File: src/rtl/spi_reg_bank.sv
// spi_reg_bank
//   SPI-slave register bank. Every SPI pin is oversampled in the clk domain,
//   so nothing here is clocked by spi_clk. A frame is an ADDR_BITS address
//   field (MSB = mode) followed by a DATA_BITS data field, both sent MSB-first.
//   Mode 0 is set/clear (clear wins), mode 1 is a direct write. While the data
//   field arrives, the addressed register's pre-write value is shifted out on
//   dout. The write itself commits only when cs rises after a complete frame.
//
// Ports
//   clk, rst          system clock, asynchronous active-high reset
//   spi_clk, cs, din  SPI mode 0 slave pins (cs active low)
//   special           bank select, active low; rising mid-frame aborts it
//   dout, dout_oe     readback bit and its enable (high while frame active)
//   reg_out           flat register image, index i at [i*REG_WIDTH +: REG_WIDTH]
//   wr_stb, wr_idx    one-clk pulse and register index of a committed write
//   frame_err         one-clk pulse on a short/long or aborted frame
module spi_reg_bank #(
    parameter int NREGS = 4,
    parameter int REG_WIDTH = 4,
    parameter int ADDR_BITS = 8,
    parameter int BASE_ADDR = 7,
    parameter logic [NREGS*REG_WIDTH-1:0] RESET_VAL = '0
) (
    input  logic                                       clk,
    input  logic                                       rst,
    input  logic                                       spi_clk,
    input  logic                                       cs,
    input  logic                                       special,
    input  logic                                       din,
    output logic                                       dout,
    output logic                                       dout_oe,
    output logic [NREGS*REG_WIDTH-1:0]                 reg_out,
    output logic                                       wr_stb,
    output logic [((NREGS > 1) ? $clog2(NREGS) : 1)-1:0] wr_idx,
    output logic                                       frame_err
);

    localparam int IDX_W      = (NREGS > 1) ? $clog2(NREGS) : 1;
    localparam int DATA_BITS  = 2 * REG_WIDTH;
    localparam int FRAME_BITS = ADDR_BITS + DATA_BITS;
    localparam int AL         = ADDR_BITS - 1;
    localparam int CNT_W      = $clog2(FRAME_BITS + 2);
    // Receive register must hold both the low address bits and the data field.
    localparam int RX_W       = (DATA_BITS > AL) ? DATA_BITS : AL;

    localparam logic [CNT_W-1:0] CNT_ADDR_M1 = CNT_W'(ADDR_BITS - 1);
    localparam logic [CNT_W-1:0] CNT_ADDR    = CNT_W'(ADDR_BITS);
    localparam logic [CNT_W-1:0] CNT_FRAME   = CNT_W'(FRAME_BITS);
    localparam logic [CNT_W-1:0] CNT_MAX     = CNT_W'(FRAME_BITS + 1);
    localparam logic [AL-1:0]    BASE_L      = AL'(BASE_ADDR);

    logic [2:0]             sclk_q, cs_q, sp_q;
    logic [1:0]             din_q;
    logic                   armed;
    logic [CNT_W-1:0]       cnt;
    logic [RX_W-1:0]        rx;
    logic [DATA_BITS-1:0]   tx;
    logic [ADDR_BITS-1:0]   addr_q;
    logic [REG_WIDTH-1:0]   regs [NREGS];

    logic                   sclk_rise, sclk_fall, cs_s, cs_rise, sp_rise;
    logic                   active, start;
    logic [ADDR_BITS-1:0]   new_addr;
    logic [DATA_BITS-1:0]   load_val;
    logic [REG_WIDTH-1:0]   cur_val, next_val;
    logic [DATA_BITS-1:0]   val;
    logic                   commit_in_range;

    function automatic logic addr_in_range(input logic [AL-1:0] a);
        logic [31:0] au;
        au = 32'(a);
        return (au >= 32'(BASE_ADDR)) && (au < 32'(BASE_ADDR + NREGS));
    endfunction

    function automatic logic [AL-1:0] addr_index(input logic [AL-1:0] a);
        return a - BASE_L;
    endfunction

    assign sclk_rise = sclk_q[1] & ~sclk_q[2];
    assign sclk_fall = ~sclk_q[1] & sclk_q[2];
    assign cs_s      = cs_q[1];
    assign cs_rise   = cs_q[1] & ~cs_q[2];
    assign sp_rise   = sp_q[1] & ~sp_q[2];
    // A cs rise makes cs_s high, so it masks any spi_clk edge in that cycle.
    assign active    = ~cs_s & ~sp_q[1] & armed;
    assign start     = active & ~dout_oe;

    always_comb begin
        // Address as it will stand once the bit now being sampled is shifted in.
        new_addr        = {rx[AL-1:0], din_q[1]};
        load_val        = '0;
        cur_val         = '0;
        val             = rx[DATA_BITS-1:0];
        commit_in_range = addr_in_range(addr_q[AL-1:0]);
        for (int i = 0; i < NREGS; i++) begin
            if (addr_in_range(new_addr[AL-1:0]) && addr_index(new_addr[AL-1:0]) == AL'(i))
                load_val = {{REG_WIDTH{1'b0}}, regs[i]};
            if (addr_index(addr_q[AL-1:0]) == AL'(i))
                cur_val = regs[i];
        end
        if (addr_q[ADDR_BITS-1])
            next_val = val[REG_WIDTH-1:0];
        else
            next_val = (cur_val | val[REG_WIDTH-1:0]) & ~val[DATA_BITS-1:REG_WIDTH];
    end

    always_comb begin
        reg_out = '0;
        for (int i = 0; i < NREGS; i++)
            reg_out[i*REG_WIDTH +: REG_WIDTH] = regs[i];
    end

    always_ff @(posedge clk or posedge rst) begin
        if (rst) begin
            sclk_q    <= '0;
            cs_q      <= '0;
            sp_q      <= '0;
            din_q     <= '0;
            armed     <= 1'b0;
            dout_oe   <= 1'b0;
            dout      <= 1'b0;
            wr_stb    <= 1'b0;
            wr_idx    <= '0;
            frame_err <= 1'b0;
            cnt       <= '0;
            rx        <= '0;
            tx        <= '0;
            addr_q    <= '0;
            for (int i = 0; i < NREGS; i++)
                regs[i] <= RESET_VAL[i*REG_WIDTH +: REG_WIDTH];
        end else begin
            sclk_q    <= {sclk_q[1:0], spi_clk};
            cs_q      <= {cs_q[1:0], cs};
            sp_q      <= {sp_q[1:0], special};
            din_q     <= {din_q[0], din};
            wr_stb    <= 1'b0;
            frame_err <= 1'b0;
            dout_oe   <= active;

            // Arming needs cs seen high, so a frame cut by reset or abort
            // cannot resume until the master deselects.
            if (cs_s)
                armed <= 1'b1;
            else if (sp_rise)
                armed <= 1'b0;

            if (start) begin
                cnt  <= '0;
                rx   <= '0;
                tx   <= '0;
                dout <= 1'b0;
            end else if (active) begin
                if (sclk_rise) begin
                    rx <= {rx[RX_W-2:0], din_q[1]};
                    if (cnt != CNT_MAX)
                        cnt <= cnt + CNT_W'(1);
                    if (cnt == CNT_ADDR_M1) begin
                        addr_q <= new_addr;
                        tx     <= load_val;
                    end
                end else if (sclk_fall && cnt >= CNT_ADDR) begin
                    dout <= tx[DATA_BITS-1];
                    tx   <= {tx[DATA_BITS-2:0], 1'b0};
                end
            end

            // dout_oe is last cycle's frame-active state.
            if (dout_oe) begin
                if (cs_rise) begin
                    if (cnt != CNT_FRAME) begin
                        frame_err <= 1'b1;
                    end else if (commit_in_range) begin
                        wr_stb <= 1'b1;
                        wr_idx <= IDX_W'(addr_index(addr_q[AL-1:0]));
                        for (int i = 0; i < NREGS; i++)
                            if (addr_index(addr_q[AL-1:0]) == AL'(i))
                                regs[i] <= next_val;
                    end
                end else if (sp_rise && !cs_s) begin
                    frame_err <= 1'b1;
                end
            end
        end
    end

endmodule

File: config.mk
export PLATFORM = sky130hd
export DESIGN_NAME = spi_reg_bank
export DESIGN_NICKNAME = d
export VERILOG_FILES = /design/src/rtl/spi_reg_bank.sv
export SDC_FILE = /design/constraint.sdc
export NUM_CORES = 1
export LEC_CHECK = 0
export CAP_MARGIN = 10
export CORE_MARGIN = 2
export CORE_UTILIZATION = 27
export DETAILED_ROUTE_END_ITERATION = 8
export PLACE_DENSITY = 0.45
export SLEW_MARGIN = 0
export SYNTH_ARGS = -nofsm -noshare
export SYNTH_HDL_FRONTEND = slang
export SYNTH_SLANG_ARGS = --single-unit
export TNS_END_PERCENT = 5
File: constraint.sdc
create_clock -name clk -period 4.83 [get_ports clk]
set_clock_uncertainty 0.15 [all_clocks]
set_input_delay 0.483 -clock clk [delete_from_list [all_inputs] [get_ports clk]]
set_output_delay 0.483 -clock clk [all_outputs]
set_load 0.02 [all_outputs]
==> impl_metrics.json <==
{
  "cp-start-kind": "register",
  "yosysTopAreaCellShare_pct": 53.5,
  "tns_ps": 0,
  "clock-sinks": 63,
  "ir_drop_mv": 0.218,
  "ff2ff_setup_slack_ps": 2490,
  "wl_per_cell_um": 15.5,
  "start_util_pct": 27.4,
  "clockBufferDepth": 2,
  "rsz0062_at_grt": "false",
  "async_flop_share_pct": 100,
  "p_leak_uw": 0.00150,
  "max_freq_mhz": 427,
  "dr.pass1.iters": 4,
  "syn_to_final_growth_pct": 20.6,
  "die_area_um2": 11800,
  "drt_wl_total_um": 6990,
  "die_y_um": 109,
  "cp_max_fo": 10,
  "cts_resized": 0,
  "route.detailed.drc": 0,
  "setup_ws_ps": 2490,
  "worstSetupEndpointType": "register",
  "critical_path.most_common_cell": "a21oi_1",
  "ioPinCount": 28,
  "synth_area_per_cell_um2": 10.8,
  "synth_nets": 288,
  "fin_area_um2": 3560,
  "slew_headroom_pct": 40.4,
  "grt_pass1_wl_um": 11800,
  "htree_levels": 3,
  "place_congestion": 0.803,
  "synth_area_um2": 2950,
  "cts_buffers": 9,
  "insertion_delay_ps": 340,
  "holdBufCountCts": 0,
  "crit_path_start": "addr_q[0]",
  "cts_setup_buffers": 0,
  "rr_endpoint": "reg_out[3]",
  "cts_tree": "yes",
  "setup_viol": 0,
  "core-area_um2": 10700,
  "finalCriticalPeriod_ps": 2340,
  "max-cap-violations": 0,
  "ys_top_cells_by_area": "dfrtp_1 53%, mux2_2 7.3%, o21ai_0 4.2%",
  "via_per_inst": 4.75,
  "fin_util_pct": 33.1,
  "pre_cts_slack_ps": 2480,
  "yosys_warnings": 0,
  "r2r-start": "addr_q[0]",
  "fp.dieW_um": 109,
  "synth_edf_count": 0,
  "overflow": 0,
  "gr-usage-all-layers_pct": 13.2,
  "io_buffers": 27,
  "place_inst": 436,
  "diodes": 0,
  "placed_area_um2": 3380,
  "syn-instance-count": 274,
  "tightestPinTransition_ps": 887,
  "r2r_cells": 8,
  "finalNonFillerCells": 451,
  "drive_gt1_share_pct": 15.4,
  "num_vias": 2140,
  "grt_max_degree": 40,
  "crit_end": "reg_out[3]",
  "ys_seq_area_share_pct": 53.5,
  "power.density_nw_per_um2": 288,
  "dp_hpwl_um": 4840,
  "path_delay_family": "compound AO/OA/AOI/OAI gates",
  "ys.flop_type": "dfrtp_1",
  "ant_nets": 0,
  "nets": 321,
  "cp_num_buf_inv": 1,
  "hp-class": "register to register",
  "core.rowCount": 38,
  "yosysTopAreaCell": "dfrtp_1",
  "drtIter0Drc": 98,
  "path_class": "register to register",
  "path_cells": "inv_1 > ha_1 > a21oi_1 > o21ai_0 > a221oi_1 > a21oi_1 > o21a_1 > mux2_2",
  "cp.required_ps": 4910,
  "first_global_vias": 2228,
  "path_clk_slew_ps": 70,
  "slowest_delay_ps": 550,
  "cp_slowest_cell": "dfrtp_1",
  "clock-root-buffer": "clkbuf_8",
  "synth_cell_types": 45,
  "min_period_over_period_pct": 48.5,
  "antenna_found_initial": 0,
  "worstSetupPathDepth": 8,
  "status": "finished clean",
  "hold_viol": 0,
  "maxSlewViolCount": 0,
  "crit_arrival_ps": 2420,
  "ys_seq_elements": 63
}
-- cells by family after synthesis --
group	Yosys count	share of synthesized area, %
AO/OA/AOI/OAI	79	17.6
AND/OR/NAND/NOR	75	12.7
flip-flops	63	53.5
multiplexers	23	8.66
buffers and inverters	22	3.01
adder cells (fa/ha/maj)	8	3.39
XOR/XNOR	4	1.19
-- cells in the mapped netlist (2+ instances only) --
master      n
dfrtp_1    63
nor2b_1     3
or3_1       2
nor3_1      2
buf_2       5
a22o_1      9
o2111ai_2   2
inv_1      14
nor3b_2     2
nand2b_1    3
mux2_2     19
nand2_1    31
a22oi_1     5
ha_1        8
xnor2_1     3
nand2_2     4
a21oi_1    20
mux2i_1     3
o21a_1      4
a21o_1      2
nand3_1     4
nand3b_1    2
nor2_1     15
o21ai_0    25
a221oi_1    4
-- per-layer routing --
metal  global-route usage, %  vias to the layer above  wire length (um)  part of all wire [%]
li1                        -                     1036                 -                     -
met1                    17.7                     1054              3420                    49
met2                    20.0                       41              3240                    46
met3                    4.58                        9               256                   3.7
met4                    4.12                        0                74                   1.1
met5                       0                        -                 0                     0
-- flip-flops by register name (all words and copies together), names as in the netlist --
| register | flops |
|---|---|
| reg_out | 16 |
| addr_q | 8 |
| rx | 8 |
| tx | 8 |
| cnt | 5 |
| cs_q | 3 |
| sclk_q | 3 |
| sp_q | 3 |
| din_q | 2 |
| wr_idx | 2 |
| armed | 1 |
| dout | 1 |
| dout_oe | 1 |
| frame_err | 1 |
| wr_stb | 1 |
-- power breakdown --
part / leakage, uW / internal [uW] / switching (uW)
logic: 0.000566 / 13.7 / 28.9
registers: 0.000849 / 537 / 9.59
clock network: 0.0000892 / 234 / 201
total: 0.00150 / 785 / 240
-- per-stage QoR --
| step | hold slack [ps] | total power [uW] |
|---|---|---|
| floorplan | 181 | 581 |
| global placement | 189 | 601 |
| detailed placement | 187 | 600 |
| CTS | 208 | 1050 |
| global route | 219 | 1070 |
| finish | 206 | 1020 |
-- layout by cell type, fill, tap and decap left out, types with 3 or more instances in the layout --
cell,Yosys,routed
o21ai_0,25,25
mux2i_1,3,3
dfrtp_1,63,63
xnor2_1,3,3
clkbuf_8,0,9
clkdlybuf4s50_1,0,27
ha_1,8,8
a22o_1,9,9
nand2_1,31,31
nor2b_1,3,3
nor2_1,15,15
a22oi_1,5,5
o21a_1,4,4
nand3_1,4,4
mux2_2,19,19
nand2_2,4,4
nand2b_1,3,3
inv_1,14,13
a21oi_1,20,20
a221oi_1,4,4
-- cell type report --
class                   instances  area [um2]
clock inverters                 4        47.5
fillers                      1143        7190
well taps                     140         175
clock buffers                  11         131
multi-input cells             189        1280
flip-flops and latches         63        1580
inverters                      15        56.3
repair buffers                 29         285
-- worst min-delay path by stage --
stage	start	to	depth (start not counted)
3_3_place_gp	din_q[0]	din_q[1]	0
6_report	din_q[0]	din_q[1]	0
5_1_grt	din_q[0]	din_q[1]	0
3_5_place_dp	cs_q[0]	cs_q[1]	0
2_1_floorplan	cs_q[0]	cs_q[1]	0
4_1_cts	din_q[0]	din_q[1]	0
Note: power is estimated with default switching activity, not from simulation.
